==> src/rtl/multicycle_control_fsm.sv <==
// ---------------------------------------------------------------------------
// multicycle_control_fsm
//   Main control state machine of the multicycle CPU. Steps each instruction
//   through fetch, decode, execute, memory and writeback (one state per clock)
//   and drives every datapath enable, including the instruction register load.
//
// Memory handshake: the FSM holds a memory request (MemRead or MemWrite with
//   its address source) steady for as long as it sits in FETCH, MEM_RD or
//   MEM_WR. mem_ready=1 in a cycle means the access completes in that cycle,
//   and the FSM leaves the state on the following clock edge. The FSM never
//   withdraws a request before mem_ready is seen.
//
// Ports:
//   clk, rst_n        clock (rising edge), asynchronous active-low reset
//   OPcode            latched opcode from the decoder, valid from DECODE on
//   zero              ALU zero flag (consumed by the PC write logic)
//   mem_ready         memory access completes this cycle
//   IRWrite..PCSource datapath enables and mux selects
//   state             current state, for debug
//   illegal           one-cycle pulse when DECODE sees an undefined opcode
// ---------------------------------------------------------------------------
module multicycle_control_fsm #(
    parameter int OPW  = 6,
    parameter int ALUW = 4
) (
    input  logic            clk,
    input  logic            rst_n,
    input  logic [OPW-1:0]  OPcode,
    input  logic            zero,
    input  logic            mem_ready,
    output logic            IRWrite,
    output logic            PCWrite,
    output logic            PCWriteCond,
    output logic            BranchNe,
    output logic            IorD,
    output logic            MemRead,
    output logic            MemWrite,
    output logic            MemtoReg,
    output logic            RegWrite,
    output logic            RegDst,
    output logic            ALUSrcA,
    output logic [1:0]      ALUSrcB,
    output logic [ALUW-1:0] ALUOp,
    output logic [1:0]      PCSource,
    output logic [3:0]      state,
    output logic            illegal
);

    typedef enum logic [3:0] {
        FETCH    = 4'd0,
        DECODE   = 4'd1,
        EXEC_R   = 4'd2,
        EXEC_I   = 4'd3,
        WB_ALU   = 4'd4,
        MEM_ADDR = 4'd5,
        MEM_RD   = 4'd6,
        MEM_WB   = 4'd7,
        MEM_WR   = 4'd8,
        BRANCH   = 4'd9,
        JUMP     = 4'd10,
        HALT     = 4'd11
    } state_t;

    localparam logic [OPW-1:0]  OP_LW   = OPW'(6'b100000);
    localparam logic [OPW-1:0]  OP_SW   = OPW'(6'b100001);
    localparam logic [OPW-1:0]  OP_BEQ  = OPW'(6'b100010);
    localparam logic [OPW-1:0]  OP_BNE  = OPW'(6'b100011);
    localparam logic [OPW-1:0]  OP_J    = OPW'(6'b100100);
    localparam logic [OPW-1:0]  OP_HALT = OPW'(6'b111111);
    localparam logic [ALUW-1:0] ALU_ADD = '0;
    localparam logic [ALUW-1:0] ALU_SUB = ALUW'(1);

    state_t cur_state, nxt_state;

    logic is_r, is_i;

    // The two top opcode bits select the ALU classes.
    assign is_r  = (OPcode[OPW-1:OPW-2] == 2'b00);
    assign is_i  = (OPcode[OPW-1:OPW-2] == 2'b01);
    assign state = cur_state;

    always_ff @(posedge clk or negedge rst_n) begin
        if (!rst_n) begin
            cur_state <= FETCH;
        end else begin
            cur_state <= nxt_state;
        end
    end

    always_comb begin
        nxt_state   = cur_state;
        IRWrite     = 1'b0;
        PCWrite     = 1'b0;
        PCWriteCond = 1'b0;
        BranchNe    = 1'b0;
        IorD        = 1'b0;
        MemRead     = 1'b0;
        MemWrite    = 1'b0;
        MemtoReg    = 1'b0;
        RegWrite    = 1'b0;
        RegDst      = 1'b0;
        ALUSrcA     = 1'b0;
        ALUSrcB     = 2'b00;
        ALUOp       = ALU_ADD;
        PCSource    = 2'b00;
        illegal     = 1'b0;

        unique case (cur_state)
            FETCH: begin
                MemRead = 1'b1;
                ALUSrcB = 2'b01;            // PC + 4
                if (mem_ready) begin
                    // Qualified by rst_n so reset held with mem_ready=1
                    // can never load IR or PC.
                    IRWrite   = rst_n;
                    PCWrite   = rst_n;
                    nxt_state = DECODE;
                end
            end
            DECODE: begin
                ALUSrcB = 2'b11;            // PC + (imm << 2): branch target
                if (is_r)                              nxt_state = EXEC_R;
                else if (is_i)                         nxt_state = EXEC_I;
                else if (OPcode == OP_LW || OPcode == OP_SW)   nxt_state = MEM_ADDR;
                else if (OPcode == OP_BEQ || OPcode == OP_BNE) nxt_state = BRANCH;
                else if (OPcode == OP_J)               nxt_state = JUMP;
                else if (OPcode == OP_HALT)            nxt_state = HALT;
                else begin
                    illegal   = 1'b1;
                    nxt_state = FETCH;
                end
            end
            EXEC_R: begin
                ALUSrcA   = 1'b1;
                ALUSrcB   = 2'b00;
                ALUOp     = OPcode[ALUW-1:0];
                nxt_state = WB_ALU;
            end
            EXEC_I: begin
                ALUSrcA   = 1'b1;
                ALUSrcB   = 2'b10;
                ALUOp     = OPcode[ALUW-1:0];
                nxt_state = WB_ALU;
            end
            WB_ALU: begin
                RegWrite  = 1'b1;
                RegDst    = is_r;
                nxt_state = FETCH;
            end
            MEM_ADDR: begin
                ALUSrcA   = 1'b1;
                ALUSrcB   = 2'b10;
                nxt_state = (OPcode == OP_SW) ? MEM_WR : MEM_RD;
            end
            MEM_RD: begin
                MemRead = 1'b1;
                IorD    = 1'b1;
                if (mem_ready) nxt_state = MEM_WB;
            end
            MEM_WB: begin
                RegWrite  = 1'b1;
                MemtoReg  = 1'b1;
                nxt_state = FETCH;
            end
            MEM_WR: begin
                MemWrite = 1'b1;            // held through the whole stall
                IorD     = 1'b1;
                if (mem_ready) nxt_state = FETCH;
            end
            BRANCH: begin
                ALUSrcA     = 1'b1;
                ALUSrcB     = 2'b00;
                ALUOp       = ALU_SUB;
                PCWriteCond = 1'b1;
                PCSource    = 2'b01;
                BranchNe    = OPcode[0];
                nxt_state   = FETCH;
            end
            JUMP: begin
                PCWrite   = 1'b1;
                PCSource  = 2'b10;
                nxt_state = FETCH;
            end
            HALT: begin
                nxt_state = HALT;
            end
            default: begin
                nxt_state = FETCH;
            end
        endcase
    end

endmodule

==> config.mk <==
export PLATFORM = sky130hd
export DESIGN_NAME = multicycle_control_fsm
export DESIGN_NICKNAME = d
export VERILOG_FILES = /design/src/rtl/multicycle_control_fsm.sv
export SDC_FILE = /design/constraint.sdc
export NUM_CORES = 1
export LEC_CHECK = 0
export ABC_AREA = 1
export CORE_UTILIZATION = 33
export CTS_BUF_LIST = sky130_fd_sc_hd__clkbuf_16
export DETAILED_ROUTE_END_ITERATION = 8
export PLACE_DENSITY = 0.88
export SYNTH_ARGS = -nofsm -noshare
export SYNTH_HDL_FRONTEND = slang
export SYNTH_SLANG_ARGS = --single-unit
==> constraint.sdc <==
create_clock -name clk -period 1.65 [get_ports clk]
set_input_delay 0.33 -clock clk [delete_from_list [all_inputs] [get_ports clk]]
set_output_delay 0.33 -clock clk [all_outputs]
set_load 0.01 [all_outputs]
Word level (Yosys, flattened, before mapping)

Cells that the tools add are included.

Register bits: 4
Logic and storage cells: 66
Input port bits: 10

Equal/unequal tests: 21
Mux-type cells: 33
Reduce and logical (&&, ||, !) cells: 11

Operators by type and width:

| operator                                                        | number |
|---|---|
| 4-bit two-way mux                                               | 10 |
| 6-bit == test, second input constant                            | 6 |
| 4-bit case mux with 7 select lines                              | 1 |
| 1-bit two-way mux                                               | 18 |
| 4-bit by 3-bit == test with 1-bit output, second input constant | 4 |
| 4-bit == test, second input constant                            | 4 |
| 2-bit OR reduction                                              | 5 |
| 4-bit by 2-bit == test with 1-bit output, second input constant | 2 |
| 4-bit case mux with 2 select lines                              | 1 |
| 2-bit != test, second input constant                            | 3 |
| 2-bit case mux with 3 select lines                              | 1 |
| 4-bit by 1-bit == test with 1-bit output, second input constant | 1 |
| 4-bit logical NOT                                               | 1 |
| 2-bit case mux with 2 select lines                              | 1 |
| 4-bit OR reduction                                              | 1 |
| 3-bit AND reduction                                             | 1 |
| 2-bit by 1-bit == test with 1-bit output, second input constant | 1 |
| 2-bit logical NOT                                               | 1 |
| 1-bit logical OR                                                | 2 |
| 1-bit case mux with 2 select lines                              | 1 |

Longest topological paths before layout

Gate-level depths: netlist (run 1).

Depth after elaboration: 8
Gate-level depth with buffers: 7

Least setup slack after synthesis (run 1)

OpenSTA, ideal clock, no wires.

Path type: flip-flop to output port
Start: register cur_state[1], in the netlist state[1]
End: output BranchNe
Stages on the path, launching flop included: 6
Path slack: 133 ps
Arrival time: 1187 ps
Cell sequence: dfrtp_1 > inv_1 > nand2_1 > nor2_1 > inv_1 > nor2_1

Cells in the longest elaborated chain, start to end: 2

Ends and longest elaborated chain:

| element                | line | source |
|---|---|---|
| start, declared        | 73   | `state_t cur_state, nxt_state;` |
| start signal, assigned | 86   | `cur_state <= nxt_state;` |
| 4-bit == test          | 108  | `unique case (cur_state)` |
| 1-bit two-way mux      | 108  |  |
| end, declared          | 34   | `output logic BranchNe,` |

No other way between the ends.

Final worst setup path (run 1)

Start: register cur_state[2], in the netlist state[2]
End: output illegal

Cells in the longest elaborated chain, start to end: 2

Ends and longest elaborated chain:

| element                                  | line | source |
|---|---|---|
| 4-bit by 1-bit == test with 1-bit output | 108  |  |
| 1-bit two-way mux                        | 108  |  |
| end, declared                            | 46   | `output logic illegal` |

No other way between the ends.

==> results.ini, run 1 <==
[status]
result_of_the_run=finished with violations
failed_checks=negative setup slack

[floorplan]
floorplan.die.height_um=40.26
core_area_um2=1334
io_pins=34
die_width_um=40.26
initial_utilization=0.3621
number_of_core_rows=13
fp.dieArea_um2=1620

[detailed_routing]
post_dr_vias_cell=6.060
dr.pass1.iters=4
detailedRoute.firstIterationViolations=93
wl_per_cell_um=20.01
drc_errors=0
drt-total-wl_mm=3.642
dr_total_vias=1103
detail-route-antenna-nets=0

[grt]
use_met2=0.6774
groute.layer.met1.usage=0.4437
first_global_vias=918
grt_overflow=0
grt_use_met3=0.1056
gr-max-usage-layer=met2
grt_usage=0.4050
grt_start_max_net_pins=6
antenna_found_initial=0
wire_length_of_the_first_global_routing_pass_mm=4.160

[cts]
clock_tree_root_buffer_cell=sky130_fd_sc_hd__clkbuf_16
max-clock-path-buffers=2
h-tree-depth=1
cts_buffers=3
cts_tree=yes
clkSlewWorstSetupHoldPaths_ps=40
clock_latency_reported_for_the_late_side_of_the_worst_skew_pair_ps=230
cts.sinks=4

[logic_synthesis]
synthCells=96
dominant_combinational_cell_family_by_area_after_synthesis=simple AND/OR/NAND/NOR gates
synth_edf_count=0
postSynthAreaPerCell_um2=5.031
yosysTopAreaCellShare=0.2073
synth-adder-area-share=0
synth_xor_area_frac=0
synth_area_in_compound_gates=0.07254
synth.ff_latch_count=4
synth.yosys.warnings=0
yosys-mux-area-fraction=0
yosys_most_used_dff=sky130_fd_sc_hd__dfrtp_1
synthArstFlopShare=1.000
postSynthNetCount=106
synth.distinct_cells=11
cell_types_with_the_highest_counts_after_synthesis=sky130_fd_sc_hd__nor2_1, sky130_fd_sc_hd__nand2_1, sky130_fd_sc_hd__inv_1, sky130_fd_sc_hd__nand3_1
syn_area_um2=483.0
synth_simple_gate_area_frac=0.5648
synthTopCellsByArea=sky130_fd_sc_hd__dfrtp_1, sky130_fd_sc_hd__nor2_1, sky130_fd_sc_hd__nand2_1, sky130_fd_sc_hd__inv_1, sky130_fd_sc_hd__nand3_1
yosys.cell_count.top_type=sky130_fd_sc_hd__nor2_1
synth_seq_area_share=0.2073
netlist.top_cell.by_area=sky130_fd_sc_hd__dfrtp_1

[cells_and_area]
layout.area.seq_um2=101.3
final_layout_size_suffix_gt1_frac=0.5928
finalNonFillerCells=182
post_route_cell_area_um2=1245
flip_flop_count_of_the_largest_register_after_layout=4
flow.area_growth_from_synthesis_pct=157.8
combined_area_of_the_multi_input_logic_cells_um2=445.4
n_fill_cell=50
num_antenna_cells=0
layout.nets=179

[placed_design]
hpwlAfterDp_mm=1.571
standard_cell_area_after_detailed_placement_um2=1017
dp_cells=169
port_buffers=32
dp_slack_ps=-576.7
place.gp.congestion=0.8326

[timing]
grt_setup_unrepaired=true
worst_pin_slew_ps=269.1
maxSlewHeadroom=0.8206
final_clock_period_utilization_by_the_worst_path=1.088
number_of_hold_slack_violations_in_the_final_timing_report=0
finalWorstPathRequiredPeriod_ps=1796
setup_viol=20
final_clock_skew_ps=2.186
worst_slack_setup_final_ps=-145.8
achievable-frequency_mhz=556.9
report.final.slew_viol_count=0

[job]
maxCapViolations=0

[setup_path]
r2r_end=state[3]
worst_path_max_delay_cell=sky130_fd_sc_hd__dfrtp_1
setup.worst_path.class=flop to output pin
reg2reg_slack_ps=20
r2r_cells=9
critical_path_arrival_ps=1470
startpoint=state[2]
worst_setup_path_end_kind=output pin
launching_point_of_the_worst_reg2reg_path=state[2]
path_cells=nor2_2, inv_2, nor2_4, nand2_2, nor3_2, buf_2
crit_path_max_incr_delay_ps=430
worst-path-max-fanout=4
critical_path_launch_point_type=flop
timing.critical_path.required_ps=1320

[power_and_ir_drop]
power_density_nw_per_um2=1521
cellLeakagePower_nw=0.7468
power_mw=1.893
peakVddDrop_v=0.001082

[hold_path]
hp-class=input pin to async pin

## how the worst max path moves through the flow
stage / end / slack, ps / cells past startpoint
5_1_grt: illegal / -160 / 6
4_1_cts: illegal / -70 / 6
3_3_place_gp: illegal / -470 / 6
2_1_floorplan: BranchNe / 130 / 5
6_report: illegal / -150 / 6
3_5_place_dp: illegal / -580 / 6
## metrics by stage
| step | utilization | hold WS (ps) | TNS, ps |
|---|---|---|---|
| 6_report | 0.9334 | 418.1 | -1121 |
| 5_1_grt | 0.9334 | 435.9 | -1558 |
| 4_1_cts | 0.8827 | 407.8 | -111.0 |
| 3_5_place_dp | 0.7627 | 633.7 | -4521 |
| 3_3_place_gp | 0.7627 | 634.9 | -3994 |
| 2_1_floorplan | - | 34.41 | 0 |
## logic make-up (layout without fill, tap and decap cells)
kind of cell | Yosys count | after routing
AND/OR/NAND/NOR | 66 | 66
buffers and inverters | 19 | 90
AO/OA/AOI/OAI | 7 | 7
flip-flops | 4 | 4
## cells in the final DEF (no fill, tap or decap), types with 3 or more instances in the layout
| master | instances |
|---|---|
| sky130_fd_sc_hd__nor2_4 | 7 |
| sky130_fd_sc_hd__nor3_2 | 3 |
| sky130_fd_sc_hd__dlygate4sd2_1 | 8 |
| sky130_fd_sc_hd__clkbuf_2 | 3 |
| sky130_fd_sc_hd__nand2_2 | 6 |
| sky130_fd_sc_hd__nor2_2 | 6 |
| sky130_fd_sc_hd__dfrtp_1 | 3 |
| sky130_fd_sc_hd__buf_4 | 34 |
| sky130_fd_sc_hd__buf_6 | 7 |
| sky130_fd_sc_hd__nand3_1 | 6 |
| sky130_fd_sc_hd__inv_1 | 9 |
| sky130_fd_sc_hd__clkdlybuf4s50_1 | 3 |
| sky130_fd_sc_hd__clkbuf_16 | 3 |
| sky130_fd_sc_hd__a21oi_1 | 3 |
| sky130_fd_sc_hd__nand2_4 | 3 |
| sky130_fd_sc_hd__nor2_1 | 14 |
| sky130_fd_sc_hd__inv_2 | 8 |
| sky130_fd_sc_hd__buf_2 | 12 |
| sky130_fd_sc_hd__nand2_1 | 15 |
| sky130_fd_sc_hd__nand3_2 | 4 |
## routing by layer
metal | routed length, um | up-vias
li1 | - | 440
met1 | 1268 | 488
met2 | 1544 | 134
met3 | 498 | 41
met4 | 331 | 0
met5 | 0 | -
## what timing repair did
item                       CTS  global route
setup endpoints to repair   21            19
hold buffers                 0             0
resized for setup          108            33
setup buffers                5             5
pin swaps                    6            14
## worst max-delay path, delay by kind of cell (launching register included)
kind	cells	cell delay (ps)
flops	1	430
buf+inv	2	280
simple gates	4	520
## final cells by class
class,instances,share of cell area
clock buffer,3,0.06030
inverter,18,0.05628
multi-input combinational,73,0.3578
sequential,4,0.08141
tap,15,0.01508
timing repair buffer,69,0.4291
## where the power goes
part           internal [mW]  leakage [nW]  switching [mW]
combinational          0.617         0.659           0.673
sequential             0.133        0.0512          0.0638
clock                  0.312        0.0370          0.0937
Note: power is estimated with default switching activity, not from simulation.
==> run 2: changes to the inputs <==
- CORE_MARGIN: not set -> 2
- clock period: 1.65 -> 1.8 ns (I/O delays scaled with it)
==> run 2 against run 1 <==
The run still ends with negative setup slack left. Clock-buffer cell count did not move. First-iteration DRC count decreased by 20%. Global-route usage shrank 6.3 points. Critical endpoint is now RegDst. Sequential power decreased by 12%. Highest routed layer unchanged. Largest cell class unchanged. Critical path depth fell by 1. Clock power is 11% lower. Largest power group unchanged. Critical path type unchanged.
==> results.ini, run 2 (same netlist as run 1, synthesis figures left out) <==
[setup_path]
path_cells=buf_4, nor2_4, nand2_2, nor3_1, clkdlybuf4s15_2
setup.worst_path.class=flop to output pin
worst_path_max_delay_cell=sky130_fd_sc_hd__dfrtp_2
timing.critical_path.required_ps=1440  ; +120 ps
critical_path_launch_point_type=flop
crit_path_max_incr_delay_ps=430  ; about the same
buffers_and_inverters_on_the_worst_path=2  ; unchanged
crit_cells=5  ; -1
worst_setup_path_end_kind=output pin
r2r_cells=8  ; -1
critical_path_arrival_ps=1470  ; about the same
timing.critical_path.max_delay_family=flip-flops
worst-path-max-fanout=4  ; unchanged

[cells_and_area]
most-common-layout-cells=sky130_fd_sc_hd__buf_4, sky130_fd_sc_hd__nand2_1, sky130_fd_sc_hd__nor2_1
num_antenna_cells=0  ; unchanged
finish.utilization=0.8715  ; -0.06191
layout.cells.most_common=sky130_fd_sc_hd__buf_4
flow.area_growth_from_synthesis_pct=140.7
finalNonFillerCells=177  ; -2.7%
n_fill_cell=73  ; +46%
final_layout_size_suffix_gt1_frac=0.4877  ; -0.1052
layout.nets=174  ; -2.8%
flip_flop_count_of_the_largest_register_after_layout=4  ; unchanged

[floorplan]
fp.dieArea_um2=1785  ; +10%
initial_utilization=0.3621  ; unchanged
number_of_core_rows=13  ; unchanged
floorplan.die.height_um=42.26  ; +5.0%
die_width_um=42.26  ; +5.0%
core_area_um2=1334  ; unchanged
io_pins=34  ; unchanged

[detailed_routing]
dr.pass1.iters=4  ; unchanged
dr_total_vias=1053  ; -4.5%
post_dr_vias_cell=5.949  ; -1.8%
drt-total-wl_mm=3.308  ; -9.2%
detailedRoute.firstIterationViolations=74  ; -20%
wl_per_cell_um=18.69  ; -6.6%
detail-route-antenna-nets=0  ; unchanged
drc_errors=0  ; unchanged

[status]
result_of_the_run=finished with violations
failed_checks=negative setup slack

[timing]
finalWorstPathRequiredPeriod_ps=1834
maxSlewHeadroom=0.8301  ; +0.009481
achievable-frequency_mhz=545.3
worst_pin_slew_ps=254.5  ; -14.64 ps
grt_setup_unrepaired=true
number_of_hold_slack_violations_in_the_final_timing_report=0  ; unchanged
report.final.slew_viol_count=0  ; unchanged
final_clock_skew_ps=1.340  ; -0.8453 ps
final_clock_period_utilization_by_the_worst_path=1.019
worst_slack_setup_final_ps=-33.95  ; +111.8 ps
setup_viol=2  ; -90%

[grt]
first_global_vias=973  ; +6.0%
grt_usage=0.3416  ; -0.06344
grt_start_max_net_pins=6  ; unchanged
antenna_found_initial=0  ; unchanged
wire_length_of_the_first_global_routing_pass_mm=4.567  ; +9.8%
grt_overflow=0  ; unchanged

[placed_design]
place.gp.congestion=0.8852  ; +6.3%
port_buffers=32  ; unchanged
hpwlAfterDp_mm=1.605  ; +2.1%
dp_cells=169  ; unchanged

[cts]
cts_buffers=3  ; unchanged
clkSlewWorstSetupHoldPaths_ps=30  ; about the same
cts_tree=yes
h-tree-depth=1  ; unchanged
clock_tree_root_buffer_cell=sky130_fd_sc_hd__clkbuf_16
cts.sinks=4  ; unchanged
max-clock-path-buffers=2  ; unchanged
clock_latency_reported_for_the_late_side_of_the_worst_skew_pair_ps=230  ; about the same

[power_and_ir_drop]
peakVddDrop_v=0.0008563  ; -21%
cellLeakagePower_nw=0.7226  ; -3.2%
power_density_nw_per_um2=1343  ; -12%
power_mw=1.562  ; -18%

[hold_path]
hp-class=input pin to async pin

[job]
maxCapViolations=0  ; unchanged

## run 2: layout make-up
class	count	area, um2	area share
inverters	18	67.56	0.05813
flip-flops and latches	4	103.9	0.08934
well taps	15	18.77	0.01615
repair buffers	64	506.7	0.4360
clock buffers	3	75.07	0.06459
multi-input cells	73	390.4	0.3358
## run 2: power breakdown
part	internal [mW]	leakage, nW	total [mW]	switching (mW)
registers	0.124	0.0482	0.174	0.0494
clock network	0.285	0.0370	0.362	0.0764
logic	0.475	0.638	1.03	0.551
total	0.885	0.723	1.56	0.677
## run 2: worst register-to-register path: stages, from the launching register on
cell                      delay, ps
sky130_fd_sc_hd__dfrtp_2        430
sky130_fd_sc_hd__buf_4          150
sky130_fd_sc_hd__inv_1           90
sky130_fd_sc_hd__nor2_4          60
sky130_fd_sc_hd__nand2_2        120
sky130_fd_sc_hd__buf_4          130
sky130_fd_sc_hd__o21ai_0        100
sky130_fd_sc_hd__a21oi_1        200
sky130_fd_sc_hd__nand2_1         80
## run 2: what timing repair did
action | in CTS | in global routing
buffers inserted | 3 | 2
hold buffers | 0 | 0
pin swaps | 2 | 3
setup endpoints to repair | 20 | 19
gates resized for setup | 50 | 42
## run 2: final timing paths
path / start / end / slack, ps
setup / recovery: state[3] / RegDst / -30
hold / removal: rst_n / state[1] / 460
setup reg to reg: state[2] / state[1] / 320
hold reg to reg: state[2] / state[0] / 930
max in group asynchronous: rst_n / state[2] / 1220
min in group clk: OPcode[5] / state[1] / 580
## run 2: through the flow
stage	setup slack, ps	hold slack [ps]	setup TNS (ps)	area [um2]
floorplan	252.8	64.41	0	483.0
global placement	-385.1	665.2	-2039	1017
detailed placement	-459.8	692.9	-2641	1017
CTS	-221.7	462.2	-221.7	1144
global route	-51.13	472.8	-145.2	1162
finish	-33.95	462.9	-54.96	1162
## run 2: layer usage
metal / track usage / wire length, um / vias up
met5: 0 / 0 / -
met4: 0.2125 / 195 / 0
met3: 0.09052 / 323 / 35
met2: 0.5569 / 1609 / 102
met1: 0.3916 / 1179 / 491
li1: - / - / 425
==> run 3: changes to the inputs <==
- SKIP_LAST_GASP: not set -> 1
==> run 3 against run 2 <==
The flow still finishes with violations (negative setup slack). Largest power group unchanged. Clock power shrank 1%. Critical endpoint is now illegal. Setup slack got worse by 230 ps. Largest cell class unchanged. Combinational power about the same. Routed wire length is 12% lower. Critical path type is now input pin to output pin. Sequential share of layout area about the same. Clock-buffer cell count is the same. Power hardly changed. Register-to-register slack improved by 60 ps.
==> results.ini, run 3 (same netlist as run 1, synthesis figures left out) <==
[cts]
cts.sinks=4  ; unchanged
h-tree-depth=1  ; unchanged
max-clock-path-buffers=2  ; unchanged
clock_tree_root_buffer_cell=sky130_fd_sc_hd__clkbuf_16
clock_latency_reported_for_the_late_side_of_the_worst_skew_pair_ps=230  ; about the same
postCtsHoldBufs=0  ; unchanged
cts_tree=yes
clkSlewWorstSetupHoldPaths_ps=30  ; about the same
cts_buffers=3  ; unchanged

[floorplan]
initial_utilization=0.3621  ; unchanged
io_pins=34  ; unchanged
number_of_core_rows=13  ; unchanged
fp.dieArea_um2=1785  ; unchanged
core_area_um2=1334  ; unchanged
floorplan.die.height_um=42.26  ; unchanged
die_width_um=42.26  ; unchanged

[cells_and_area]
final_layout_size_suffix_gt1_frac=0.4321  ; -0.05556
layout.cells.most_common=sky130_fd_sc_hd__buf_4
flow.area_growth_from_synthesis_pct=139.9
most-common-layout-cells=sky130_fd_sc_hd__buf_4, sky130_fd_sc_hd__nand2_1, sky130_fd_sc_hd__nor2_1
layout.area.seq_um2=103.9  ; unchanged
layout.nets=174  ; unchanged
n_fill_cell=78  ; +6.8%
combined_area_of_the_multi_input_logic_cells_um2=380.4  ; -2.6%
num_antenna_cells=0  ; unchanged
flip_flop_count_of_the_largest_register_after_layout=4  ; unchanged

[detailed_routing]
post_dr_vias_cell=5.192  ; -13%
dr_total_vias=919  ; -13%
detailedRoute.firstIterationViolations=47  ; -36%
detail-route-antenna-nets=0  ; unchanged
dr.pass1.iters=4  ; unchanged
drc_errors=0  ; unchanged
wl_per_cell_um=16.51  ; -12%
drt-total-wl_mm=2.923  ; -12%

[power_and_ir_drop]
switching_share=0.4157  ; -0.01758
cellLeakagePower_nw=0.6699  ; -7.3%
peakVddDrop_v=0.0008051  ; -6.0%
power.net_switching_mw=0.6487  ; -4.1%
pwr-share-comb=0.660  ; +0.003
power_mw=1.560  ; about the same
design_internal_power_mw=0.9117  ; +3.0%
power_density_nw_per_um2=1347  ; +0.25%
clock_power_share=0.230  ; -0.002
share_seq_of_total_power=0.110  ; about the same

[timing]
achievable-frequency_mhz=483.8  ; -11%
final_clock_period_utilization_by_the_worst_path=1.148  ; +0.1294
worst_slack_setup_final_ps=-266.9  ; -233.0 ps
report.final.slew_viol_count=0  ; unchanged
final_clock_skew_ps=1.951  ; +0.6109 ps
number_of_hold_slack_violations_in_the_final_timing_report=0  ; unchanged
worst_pin_slew_ps=235.3  ; -19.14 ps
grt_setup_unrepaired=true
maxSlewHeadroom=0.8426  ; +0.01254
finalWorstPathRequiredPeriod_ps=2067  ; +233.0 ps
setup_viol=6  ; +4

[grt]
grt_overflow=0  ; unchanged
wire_length_of_the_first_global_routing_pass_mm=4.229  ; -7.4%
grt_usage=0.3088  ; -0.03274
antenna_found_initial=0  ; unchanged
first_global_vias=903  ; -7.2%
grt_start_max_net_pins=6  ; unchanged

[setup_path]
worst_path_max_delay_cell=sky130_fd_sc_hd__clkdlybuf4s50_1
worst_setup_path_end_kind=output pin
setup.worst_path.class=input pin to output pin
critical_path_launch_point_type=input pin
crit_cells=6  ; +1
critical_path_arrival_ps=1710  ; +240 ps
worst-path-max-fanout=4  ; unchanged
r2r_cells=7  ; -1
timing.critical_path.max_delay_family=buffers and inverters
timing.critical_path.required_ps=1440  ; about the same
buffers_and_inverters_on_the_worst_path=2  ; unchanged
path_cells=clkdlybuf4s50_1, nor2_2, nand3_1, nand3_2, nor3_1, dlygate4sd2_1
crit_path_max_incr_delay_ps=600  ; +170 ps

[job]
maxCapViolations=0  ; unchanged

[placed_design]
place.gp.congestion=0.8852  ; unchanged
hpwlAfterDp_mm=1.605  ; unchanged
dp_slack_ps=-459.8  ; unchanged
port_buffers=32  ; unchanged

[status]
failed_checks=negative setup slack
result_of_the_run=finished with violations

[hold_path]
hp-class=input pin to async pin

## run 3: cell types whose count changed in the layout (fill, tap and decap cells not counted), sizes merged
cell	change
buf	-1
clkbuf	-3
dlymetal6s2s	-5
clkdlybuf4s50	+6
clkdlybuf4s15	+3
## run 3: worst paths after layout
path                                  to  slack [ps]      start
worst max-delay path             illegal        -270  OPcode[3]
worst min-delay path            state[0]         460      rst_n
worst max register to register  state[3]         380   state[3]
worst min register to register  state[0]         910   state[2]
max in group asynchronous       state[3]        1220      rst_n
min in group clk                state[2]         590  OPcode[1]
## run 3: metrics by stage
stage | setup TNS, ps | hold slack [ps] | util | std cells | instance area, um2
final | -384.8 | 462.0 | 0.8687 | 177 | 1159
after global routing | -712.6 | 476.3 | 0.8687 | 177 | 1159
after CTS | -500.2 | 462.2 | 0.8452 | 175 | 1127
after detailed placement | -2641 | 692.9 | 0.7627 | 169 | 1017
after global placement | -2039 | 665.2 | 0.7627 | 169 | 1017
after floorplan | 0 | 64.41 | - | 96 | 483.0
## run 3: final cells by class
type,instances,share of cell area
Clock buffer,3,0.06479
Inverter,18,0.05832
Multi-Input combinational cell,73,0.3283
Sequential cell,4,0.08963
Tap cell,15,0.01620
Timing Repair Buffer,64,0.4428
## run 3: power by group through the flow
stage / clock network, mW / registers, mW / logic, mW
6_report: 0.358 / 0.172 / 1.03
5_1_grt: 0.358 / 0.173 / 1.09
4_1_cts: 0.354 / 0.161 / 0.936
3_5_place_dp: 0 / 0.149 / 0.896
3_3_place_gp: 0 / 0.147 / 0.867
2_1_floorplan: 0 / 0.168 / 0.308
## run 3: layer usage
layer	routed length [um]	up-vias	track usage
li1	-	425	-
met5	0	-	0
met3	211	7	0.04310
met2	1447	57	0.4892
met1	1201	430	0.4125
met4	64	0	0.1375
## run 3: what timing repair did
action,4_1_cts,5_1_grt
pin swaps,2,3
gates resized for setup,43,31
buffers inserted,3,2
cloned,0,0
endpoints found under the setup margin,20,16
